<file path="config.mk">
export PLATFORM = sky130hd
export DESIGN_NAME = md_stim_driver_flat
export DESIGN_NICKNAME = d
export VERILOG_FILES = /design/src/rtl/md_pkg.sv /design/src/rtl/md_stim_driver_if.sv /design/src/rtl/md_lfsr.sv /design/src/rtl/md_stim_driver.sv /design/src/flat_wrapper.sv
export SDC_FILE = /design/constraint.sdc
export NUM_CORES = 1
export LEC_CHECK = 0
export CAP_MARGIN = 20
export CORE_MARGIN = 3
export CORE_UTILIZATION = 50
export DETAILED_ROUTE_END_ITERATION = 6
export HOLD_SLACK_MARGIN = 0.1
export PLACE_DENSITY = 0.74
export SYNTH_ARGS = -nofsm -noshare
export SYNTH_HDL_FRONTEND = slang
export SYNTH_HIERARCHICAL = 1
export SYNTH_SLANG_ARGS = --single-unit
</file>
<file path="constraint.sdc">
create_clock -name clk -period 5.1 [get_ports clk]
set_input_delay 1.02 -clock clk [delete_from_list [all_inputs] [get_ports clk]]
set_output_delay 1.02 -clock clk [all_outputs]
set_load 0.02 [all_outputs]
</file>
<file path="src/rtl/md_pkg.sv">
// Shared types and constants for the Magical Dartboard stimulus driver.
// FSM states, ring bases, LFSR polynomial and the LFSR step helper.
package md_pkg;

    typedef enum logic [2:0] {
        ST_IDLE,
        ST_SCORE,
        ST_GAP,
        ST_DART,
        ST_WAIT
    } md_state_e;

    localparam logic [3:0]  INNER_BASE   = 4'd0;
    localparam logic [3:0]  OUTER_BASE   = 4'd8;
    localparam int          SCORE_BEATS  = 16;
    localparam logic [15:0] LFSR_POLY    = 16'hB400;
    localparam logic [15:0] LFSR_DEFAULT = 16'hACE1;

    // Right-shifting Galois step for x^16+x^14+x^13+x^11+1
    function automatic logic [15:0] lfsr_step(input logic [15:0] s);
        logic [15:0] r;
        r = {1'b0, s[15:1]};
        if (s[0])
            r = r ^ LFSR_POLY;
        return r;
    endfunction

endpackage

</file>
<file path="src/rtl/md_stim_driver_if.sv">
// MD stimulus/response bundle between the driver and the dartboard.
// master = stimulus driver, slave = dartboard under test.
interface md_stim_driver_if;

    logic       in_valid_1;
    logic [2:0] in_score;
    logic       in_valid_2;
    logic [3:0] in_dart;
    logic [2:0] in_rotation;
    logic       rotate_flag;
    logic       out_valid;
    logic [6:0] out_sum;

    modport master (
        output in_valid_1, in_score,
        output in_valid_2, in_dart, in_rotation, rotate_flag,
        input  out_valid, out_sum
    );

    modport slave (
        input  in_valid_1, in_score,
        input  in_valid_2, in_dart, in_rotation, rotate_flag,
        output out_valid, out_sum
    );

endinterface

</file>
<file path="src/rtl/md_lfsr.sv">
// 16-bit Galois LFSR with seed load and advance enable.
// A zero seed is replaced by LFSR_DEFAULT so the sequence never locks up.
module md_lfsr
    import md_pkg::*;
(
    input  logic        clk,
    input  logic        rst,
    input  logic        load,
    input  logic        adv,
    input  logic [15:0] seed,
    output logic [15:0] state,
    output logic [15:0] state_nxt
);

    // Next value: load wins over advance, otherwise hold
    always_comb begin
        state_nxt = state;
        if (load)
            state_nxt = (seed == 16'h0000) ? LFSR_DEFAULT : seed;
        else if (adv)
            state_nxt = lfsr_step(state);
    end

    // State register
    always_ff @(posedge clk or posedge rst) begin
        if (rst)
            state <= LFSR_DEFAULT;
        else
            state <= state_nxt;
    end

endmodule

</file>
<file path="src/rtl/md_stim_driver.sv">
// MD stimulus transmitter and response checker.
// Optional macro MD_DRV_TIMEOUT_EN enables the WAIT_OUT response timeout.
module md_stim_driver
    import md_pkg::*;
#(
    parameter int NUM_DARTS = 8,
    parameter int GAP_CYC   = 2,
    parameter int TIMEOUT   = 64
) (
    input  logic              clk,
    input  logic              rst,
    input  logic              start,
    input  logic [15:0]       seed,
    md_stim_driver_if.master  md,
    output logic              busy,
    output logic              done,
    output logic              pass,
    output logic              fail,
    output logic              timeout,
    output logic [6:0]        exp_sum
);

    localparam int CNT_W = $clog2(TIMEOUT + SCORE_BEATS + NUM_DARTS + GAP_CYC + 1);

    md_state_e        state, state_nxt;
    logic [CNT_W-1:0] cnt, cnt_nxt;
    logic             ld, adv, done_nxt, pass_set, fail_set;
    logic [15:0]      lfsr, lfsr_nxt;
    logic [2:0]       board [SCORE_BEATS];
    logic [3:0]       pi, po, pi_nxt, po_nxt, ring, slot;
    logic [2:0]       step;
    logic             unused_bits;
`ifdef MD_DRV_TIMEOUT_EN
    logic             to_set;
`endif

    assign unused_bits = ^{lfsr[15:8], lfsr_nxt[15:8]};

    md_lfsr u_lfsr (
        .clk       (clk),
        .rst       (rst),
        .load      (ld),
        .adv       (adv),
        .seed      (seed),
        .state     (lfsr),
        .state_nxt (lfsr_nxt)
    );

    // State and beat counter registers
    always_ff @(posedge clk or posedge rst) begin
        if (rst) begin
            state <= ST_IDLE;
            cnt   <= '0;
        end else begin
            state <= state_nxt;
            cnt   <= cnt_nxt;
        end
    end

    // Next-state, verdict and LFSR control
    always_comb begin
        state_nxt = state;
        cnt_nxt   = cnt + 1'b1;
        ld        = 1'b0;
        adv       = 1'b0;
        done_nxt  = 1'b0;
        pass_set  = 1'b0;
        fail_set  = 1'b0;
`ifdef MD_DRV_TIMEOUT_EN
        to_set    = 1'b0;
`endif
        unique case (state)
            ST_IDLE: begin
                cnt_nxt = '0;
                if (start) begin
                    ld        = 1'b1;
                    state_nxt = ST_SCORE;
                end
            end
            ST_SCORE: begin
                adv = 1'b1;
                if (md.out_valid) begin
                    fail_set  = 1'b1;
                    done_nxt  = 1'b1;
                    state_nxt = ST_IDLE;
                end else if (cnt == CNT_W'(SCORE_BEATS - 1)) begin
                    cnt_nxt   = '0;
                    state_nxt = ST_GAP;
                end
            end
            ST_GAP: begin
                if (md.out_valid) begin
                    fail_set  = 1'b1;
                    done_nxt  = 1'b1;
                    state_nxt = ST_IDLE;
                end else if (cnt == CNT_W'(GAP_CYC - 1)) begin
                    cnt_nxt   = '0;
                    state_nxt = ST_DART;
                end
            end
            ST_DART: begin
                adv = 1'b1;
                if (md.out_valid) begin
                    fail_set  = 1'b1;
                    done_nxt  = 1'b1;
                    state_nxt = ST_IDLE;
                end else if (cnt == CNT_W'(NUM_DARTS - 1)) begin
                    cnt_nxt   = '0;
                    state_nxt = ST_WAIT;
                end
            end
            ST_WAIT: begin
                if (md.out_valid) begin
                    pass_set  = (md.out_sum == exp_sum);
                    fail_set  = (md.out_sum != exp_sum);
                    done_nxt  = 1'b1;
                    state_nxt = ST_IDLE;
                end
`ifdef MD_DRV_TIMEOUT_EN
                else if (cnt == CNT_W'(TIMEOUT - 1)) begin
                    to_set    = 1'b1;
                    done_nxt  = 1'b1;
                    state_nxt = ST_IDLE;
                end
`endif
            end
            default: state_nxt = ST_IDLE;
        endcase
    end

    // Golden model: score the dart, then rotate or swap the rings
    always_comb begin
        ring   = lfsr[3] ? po : pi;
        slot   = {ring[3], ring[2:0] + lfsr[2:0]};
        step   = lfsr[6:4];
        pi_nxt = pi;
        po_nxt = po;
        if (step == 3'd0) begin
            pi_nxt = po;
            po_nxt = pi;
        end else if (lfsr[7]) begin
            pi_nxt = {pi[3], pi[2:0] + step};
        end else begin
            pi_nxt = {pi[3], pi[2:0] - step};
        end
    end

    // Registered stimulus, status, board file and accumulator
    always_ff @(posedge clk or posedge rst) begin
        if (rst) begin
            md.in_valid_1  <= 1'b0;
            md.in_score    <= '0;
            md.in_valid_2  <= 1'b0;
            md.in_dart     <= '0;
            md.in_rotation <= '0;
            md.rotate_flag <= 1'b0;
            busy           <= 1'b0;
            done           <= 1'b0;
            pass           <= 1'b0;
            fail           <= 1'b0;
            exp_sum        <= '0;
            pi             <= '0;
            po             <= '0;
            for (int i = 0; i < SCORE_BEATS; i++)
                board[i] <= '0;
        end else begin
            md.in_valid_1  <= (state_nxt == ST_SCORE);
            md.in_score    <= (state_nxt == ST_SCORE) ? lfsr_nxt[2:0] : 3'd0;
            md.in_valid_2  <= (state_nxt == ST_DART);
            md.in_dart     <= (state_nxt == ST_DART) ? lfsr_nxt[3:0] : 4'd0;
            md.in_rotation <= (state_nxt == ST_DART) ? lfsr_nxt[6:4] : 3'd0;
            md.rotate_flag <= (state_nxt == ST_DART) && lfsr_nxt[7];
            busy           <= (state_nxt != ST_IDLE);
            done           <= done_nxt;
            if (ld) begin
                pass    <= 1'b0;
                fail    <= 1'b0;
                exp_sum <= '0;
                pi      <= INNER_BASE;
                po      <= OUTER_BASE;
            end
            if (pass_set)
                pass <= 1'b1;
            if (fail_set)
                fail <= 1'b1;
            if (state == ST_SCORE)
                board[cnt[3:0]] <= lfsr[2:0];
            if (state == ST_DART) begin
                exp_sum <= exp_sum + {4'd0, board[slot]};
                pi      <= pi_nxt;
                po      <= po_nxt;
            end
        end
    end

`ifdef MD_DRV_TIMEOUT_EN
    // Sticky timeout flag, cleared by the next start
    always_ff @(posedge clk or posedge rst) begin
        if (rst)
            timeout <= 1'b0;
        else if (ld)
            timeout <= 1'b0;
        else if (to_set)
            timeout <= 1'b1;
    end
`else
    assign timeout = 1'b0;
`endif

endmodule
</file>
<file path="src/flat_wrapper.sv">
// flat-port wrapper written by rule: the top's interface ports become plain ports
module md_stim_driver_flat import md_pkg::*;
#(
    parameter int NUM_DARTS = 8,
    parameter int GAP_CYC   = 2,
    parameter int TIMEOUT   = 64
)
  (clk, rst, start, seed, busy, done, pass, fail, timeout, exp_sum, md_in_valid_1, md_in_score, md_in_valid_2, md_in_dart, md_in_rotation, md_rotate_flag, md_out_valid, md_out_sum);
  md_stim_driver_if md_i ();
  input  logic clk;
  input  logic rst;
  input  logic start;
  input  logic [15:0] seed;
  output logic busy;
  output logic done;
  output logic pass;
  output logic fail;
  output logic timeout;
  output logic [6:0] exp_sum;
  output wire logic [$bits(md_i.in_valid_1)-1:0] md_in_valid_1;
  output wire logic [$bits(md_i.in_score)-1:0] md_in_score;
  output wire logic [$bits(md_i.in_valid_2)-1:0] md_in_valid_2;
  output wire logic [$bits(md_i.in_dart)-1:0] md_in_dart;
  output wire logic [$bits(md_i.in_rotation)-1:0] md_in_rotation;
  output wire logic [$bits(md_i.rotate_flag)-1:0] md_rotate_flag;
  input wire logic [$bits(md_i.out_valid)-1:0] md_out_valid;
  input wire logic [$bits(md_i.out_sum)-1:0] md_out_sum;
  assign md_in_valid_1 = md_i.in_valid_1;
  assign md_in_score = md_i.in_score;
  assign md_in_valid_2 = md_i.in_valid_2;
  assign md_in_dart = md_i.in_dart;
  assign md_in_rotation = md_i.in_rotation;
  assign md_rotate_flag = md_i.rotate_flag;
  assign md_i.out_valid = md_out_valid;
  assign md_i.out_sum = md_out_sum;
  md_stim_driver #(.NUM_DARTS(NUM_DARTS), .GAP_CYC(GAP_CYC), .TIMEOUT(TIMEOUT)) u_core (.clk(clk), .rst(rst), .start(start), .seed(seed), .md(md_i), .busy(busy), .done(done), .pass(pass), .fail(fail), .timeout(timeout), .exp_sum(exp_sum));
endmodule
</file>
==> results of run 1 <==
final cells by class:
cell class | count | area share
sequential | 106 | 0.436
multi-input combinational | 283 | 0.410
timing repair buffer | 54 | 0.0868
tap | 136 | 0.0279
clock buffer | 11 | 0.0248
inverter | 13 | 0.00819
clock inverter | 5 | 0.00614
synth_stat cells (12+ instances only):
cell type,number,area share
nand2_1,30,0.021
xnor2_1,16,0.026
o21ai_0,17,0.016
a21oi_1,12,0.011
mux2i_1,17,0.032
mux2_2,56,0.12
inv_1,13,0.0092
nand3_1,21,0.020
dfrtp_1,98,0.46
and2_1,12,0.014
ha_1,12,0.028
mux4_2,13,0.055
registers in the layout, indices dropped and copies added, names as in the netlist, 3 cells and up:
name and count:
u_core/exp_sum 7, u_core/md.in_rotation 3, u_core/md.in_score 3, u_core/md.in_dart 4
u_core/cnt 7, u_core/po 4, u_core/board 48, u_core/pi 4
u_core/u_lfsr/state 16, u_core/state 3
metal layers:
layer	part of all wire	routed length, um	track usage
met2	0.49	5220	0.300
met1	0.46	4920	0.259
met4	0.025	267	0.0855
met5	0	0	0
met3	0.033	350	0.0272
worst register-to-register path: stages, from the launching register on:
cell and delay (ns):
dfstp_2 0.78, ha_1 0.22, inv_1 0.05, fa_1 0.53, buf_4 0.25, mux4_2 0.51, mux4_2 0.49, ha_1 0.23
fa_1 0.40, a21oi_1 0.15, nor2_1 0.07, nand4_1 0.13, mux2i_1 0.18
report_power, final:
part | leakage [nW] | total (mW) | internal, mW | switching, mW
clock | 0.0919 | 0.483 | 0.206 | 0.277
combinational | 1.26 | 0.669 | 0.379 | 0.290
sequential | 1.38 | 1.17 | 1.03 | 0.143
total | 2.73 | 2.33 | 1.62 | 0.711
kinds of logic (layout without fill, tap and decap cells):
group           count (synthesis)  in the layout
compound gates                 55             55
mux                            88             88
buf+inv                        33             83
other cells                     1              1
xor+xnor                       21             21
simple gates                  103            103
flops                         106            106
fa+ha+maj                      15             15
cells in the final DEF, fill, tap and decap left out, types with 5 or more instances in the layout:
master,instances
inv_1,12
nor2_1,9
xor2_1,5
mux2i_1,17
nand3_1,21
and2_1,12
clkdlybuf4s50_1,50
xnor2_1,16
clkbuf_8,11
mux2_2,56
nand2_1,30
mux4_2,13
and3_1,7
dfstp_2,8
ha_1,12
o22a_2,5
o21ai_0,17
a21oi_1,12
dfrtp_1,98
worst paths after layout:
| path | start | endpoint | slack, ns | cells after the start |
|---|---|---|---|---|
| setup reg to reg | u_core/u_lfsr/state[0] | u_core/exp_sum[6] | 1.05 | 12 |
| setup / recovery | u_core/u_lfsr/state[0] | u_core/exp_sum[6] | 1.05 | 12 |
| min in group asynchronous | rst | u_core/u_lfsr/state[2] | 1.09 | 2 |
| hold / removal | u_core/board[26] | u_core/board[26] | 0.51 | 1 |
| max in group asynchronous | rst | u_core/cnt[5] | 2.94 | 3 |
| hold reg to reg | u_core/board[26] | u_core/board[26] | 0.51 | 1 |
==> reports/summary.txt, run 1 <==
status: finished clean
CTS tree: done
crit-path cells: ha_1 > inv_1 > fa_1 > buf_4 > mux4_2 > mux4_2 > ha_1 > fa_1 > a21oi_1 > nor2_1 > nand4_1 > mux2i_1
hold crit path type: register to register
Final Slew Violations: 0
multi-input combinational cell area: 2510 sq um
Seq/Total Area, Yosys: 0.500
CP max FO: 22
vias in the first global route: 3,330
Adder-Cell Fraction of Synth Area: 0.0395
DRC viols: 0
Iter 0 DRT Violations: 176
Slew HR: 0.409
unrepaired setup endpoints after global routing: no
First-pass DRT Iterations: 4
CP Launch Type: register
period utilization: 0.794
yosys warns: 6
row count: 37
register area: 2660 sq um
fin cells: 608
Fin Setup TNS: 0 ns
Synth Instances: 422
share of post-route cells with drive strength above 1: 0.248
max cap viols: 0
placed cells: 592
Leak: 2.73 nW
Post-Synth Simple-Gate Area: 0.109
Buf+Inv Stages, Crit Path: 2
syn nets: 464
hold_ws: 0.512 ns
nets: 509
clock insertion delay at the later pin of the skew report: 0.37 ns
# fillers: 832
#FFs+latches synth: 106
Post-CTS Setup Inserts: 0
root buf cell: clkbuf_8
largest net degree at the start of global routing: 54
dpl ws: 1.09 ns
Post-Syn Area: 5320 sq um
Final Core Density: 0.592
CP Data Arrival Time: 4.35 ns
synthesized area per cell: 12.6 sq um
Clock Path Buffers: 2
final setup vio count: 0
initial antenna violation count: 0
Port Buf Inserts: 50
Core Region: 10,300 sq um
Global Route Usage Sum: 0.189
final WL: 10,800 um
Post-synth EDFFs: 0
main combinational cell family by area after synthesis: multiplexers
Synth Area in XOR/XNOR: 0.0345
total number of vias: 3,430
post-cts sizing count: 0
H-tree depth: 3
die height: 109 um
CP max stage delay: 0.78 ns
Setup CP Type: register to register
Primary FF master, synth: dfrtp_1
fmax: 247 MHz
Slew @ Worst Pin: 0.886 ns
WL per Instance: 17.7 um
power per cell area: 381 nW/um^2
fin crit period: 4.05 ns
die area: 11,900 sq um
die extent in x: 109 um
GP Congestion: 0.842
Clock Sinks: 106
Initial Util: 0.516
GRT overflow: 0
critical path required time: 5.40 ns
total power: 2.33 mW
Post-synth ARST share: 1.00
via/cell ratio: 5.64
Yosys cell types: 57
setup ws final: 1.05 ns
# diodes: 0
global-route wire length before repair: 17,100 um
Hold Buf Count CTS: 0
Ports: 52
detailed placer's ending HPWL: 7960 um
skew final: 0.0102 ns
mux contribution to synthesized area: 0.215
Area Overhead vs Synth: 14.8%
post-route ant nets: 0
delay-heaviest family, CP: adder cells
dpl cell area: 5920 sq um
compound-gate portion of the synthesized area: 0.0722
fin area: 6110 sq um
slowest CP cell: dfstp_2
worst vdd ir: 0.161 mV
Worst Setup End Kind: register
Final Hold Vio Count: 0
clock buffer count from CTS: 9
Worst-path clk slew: 0.09 ns
Note: power is estimated with default switching activity, not from simulation.
==> run 2, diff against run 1 <==
Clock period 5.1 ns to 4.15 ns, I/O delays scaled along.
==> reports/summary.txt, run 2 (synthesis gave the netlist of run 1 again) <==
Slew @ Worst Pin: 0.682 ns (-0.203 ns)
Core Region: 10,300 sq um (unchanged)
Initial Util: 0.516 (unchanged)
CP max stage delay: 0.71 ns (-0.07 ns)
total number of vias: 3,569 (+4.1%)
CP Data Arrival Time: 4.07 ns (-0.28 ns)
final setup vio count: 0 (unchanged)
biggest regs: u_core/board (48), u_core/u_lfsr/state (16)
Iter 0 DRT Violations: 184 (+4.5%)
post-cts sizing count: 0 (unchanged)
share of post-route cells with drive strength above 1: 0.257 (+0.00944)
Area Overhead vs Synth: 17.0%
NetSw: 0.926 mW (+30%)
die height: 109 um (unchanged)
Int Power: 2.12 mW (+31%)
WL per Instance: 18.8 um (+6.1%)
period utilization: 0.920 (+0.127)
Port Buf Inserts: 50 (unchanged)
CP Launch Type: register
met3 usage in global routing: 0.0373 (+0.0101)
fin area: 6230 sq um (+2.0%)
Post-CTS Setup Inserts: 0 (unchanged)
vias in the first global route: 3,758 (+13%)
Slew HR: 0.541 (+0.133)
critical path required time: 4.40 ns (-1.00 ns)
Reg power frac: 0.471 (-0.034)
Final Slew Violations: 0 (unchanged)
register area: 2660 sq um (unchanged)
Clock Sinks: 106 (unchanged)
unrepaired setup endpoints after global routing: no
root buf cell: clkbuf_8
most common cell after layout, fill and taps aside: dfrtp_1
# diodes: 0 (unchanged)
dpl cell area: 5970 sq um (+0.85%)
nets: 515 (+1.2%)
total power: 3.04 mW (+31%)
Hold Buf Count CTS: 0 (unchanged)
GRT overflow: 0 (unchanged)
GP Congestion: 0.812 (-3.6%)
Leak: 2.80 nW (+2.5%)
skew final: 0.0148 ns (+0.00459 ns)
slowest CP cell: fa_1
M1 GR Usage: 0.271 (+0.0121)
fin crit period: 3.82 ns (-0.228 ns)
placed cells: 597 (+0.84%)
via/cell ratio: 5.81 (+3.0%)
Final Hold Vio Count: 0 (unchanged)
CTS tree: done
row count: 37 (unchanged)
largest net degree at the start of global routing: 58 (+7.4%)
global-route wire length before repair: 19,000 um (+11%)
detailed placer's ending HPWL: 8410 um (+5.7%)
Clock Path Buffers: 2 (unchanged)
# fillers: 793 (-4.7%)
crit-path cells: mux2_2 > ha_1 > inv_1 > fa_1 > buf_4 > mux4_1 > mux4_2 > ha_1 > a21oi_1 > o311ai_0 > o41ai_1
Setup CP Type: register to register
First-pass DRT Iterations: 4 (unchanged)
worst vdd ir: 0.223 mV (+38%)
commonest cells after routing, fill and taps aside: dfrtp_1, mux2_2, clkdlybuf4s50_1
Largest register FFs: 48 (unchanged)
die area: 11,900 sq um (unchanged)
Worst-path clk slew: 0.10 ns (about the same)
Global Route Usage Sum: 0.210 (+0.0213)
Fin Setup TNS: 0 ns (unchanged)
Worst Setup End Kind: register
hold_ws: 0.509 ns (-0.00266 ns)
fin cells: 614 (+0.99%)
clock buffer count from CTS: 9 (unchanged)
Crit path top cell by count: ha_1
CP max FO: 7 (-68%)
Logic pwr share: 0.290 (+0.003)
multi-input combinational cell area: 2510 sq um (unchanged)
power per cell area: 488 nW/um^2 (+28%)
initial antenna violation count: 0 (unchanged)
DRC viols: 0 (unchanged)
die extent in x: 109 um (unchanged)
hold crit path type: register to register
H-tree depth: 3 (unchanged)
status: finished clean
fmax: 262 MHz (+6.0%)
Ports: 52 (unchanged)
Net Sw Frac: 0.304 (-0.00110)
max cap viols: 0 (unchanged)
clock share of power: 0.239 (+0.031)
clock insertion delay at the later pin of the skew report: 0.38 ns (about the same)
Most Used Layer, Global Route: met2
reg-to-reg slack, setup: 0.33 ns (-0.72 ns)
final WL: 11,500 um (+7.2%)
Biggest register: u_core/board
post-route ant nets: 0 (unchanged)
met2 usage: 0.353 (+0.0531)
==> run 2: cell count changes in the layout (fill, tap and decap cells not counted) <==
cell,delta
buf_4,+4
bufinv_16,+2
clkinvlp_4,-2
inv_6,+2
buf_12,+1
buf_16,+1
clkbuf_8,-1
clkinv_2,-1
==> run 2: per-stage QoR <==
stage	util	setup WS [ns]
after floorplan	-	0.494
after global placement	0.578	0.398
after detailed placement	0.578	0.341
after CTS	0.601	0.302
after global routing	0.604	0.00551
final	0.604	0.330
==> run 2: area by class of cell <==
type / instances / area share
timing repair buffer: 60 / 0.0976
inverter: 13 / 0.00803
clock buffer: 10 / 0.0221
clock inverter: 6 / 0.0153
sequential: 106 / 0.427
multi-input combinational: 283 / 0.402
tap: 136 / 0.0273
==> run 2: metal layers <==
| layer | routed length [um] | share of wire | vias up |
|---|---|---|---|
| li1 | - | - | 1628 |
| met1 | 4880 | 0.42 | 1826 |
| met2 | 5830 | 0.51 | 94 |
| met3 | 548 | 0.048 | 21 |
| met4 | 274 | 0.024 | 0 |
| met5 | 0 | 0 | - |
==> run 2: power by group through the flow <==
stage / Clock (mW) / Combinational [mW] / Sequential, mW
6_report: 0.726 / 0.883 / 1.43
5_1_grt: 0.784 / 0.968 / 1.46
4_1_cts: 0.745 / 0.886 / 1.43
3_5_place_dp: 0 / 0.882 / 1.46
3_3_place_gp: 0 / 0.851 / 1.45
2_1_floorplan: 0 / 0.663 / 1.39
==> run 2: worst paths after layout <==
check / from / endpoint / cells past startpoint
max: u_core/u_lfsr/state[3] / u_core/exp_sum[5] / 11
min in group asynchronous: rst / u_core/md.rotate_flag / 2
min: u_core/cnt[0] / u_core/cnt[0] / 1
min reg2reg: u_core/cnt[0] / u_core/cnt[0] / 1
max reg2reg: u_core/u_lfsr/state[3] / u_core/exp_sum[5] / 11
max in group asynchronous: rst / u_core/board[25] / 4
==> run 2: critical path, delay by kind of cell (launching register included) <==
kind            cells  cell delay [ns]
buf+inv             2             0.28
flops               1             0.39
fa+ha+maj           3             1.14
compound gates      3             0.57
mux                 3             1.32
==> run 3, diff against run 2 <==
Settings changed: CTS_CLUSTER_DIAMETER set to 80.
==> results of run 3 <==
Same layout as run 2: the final DEF is identical, and so are final timing and power.
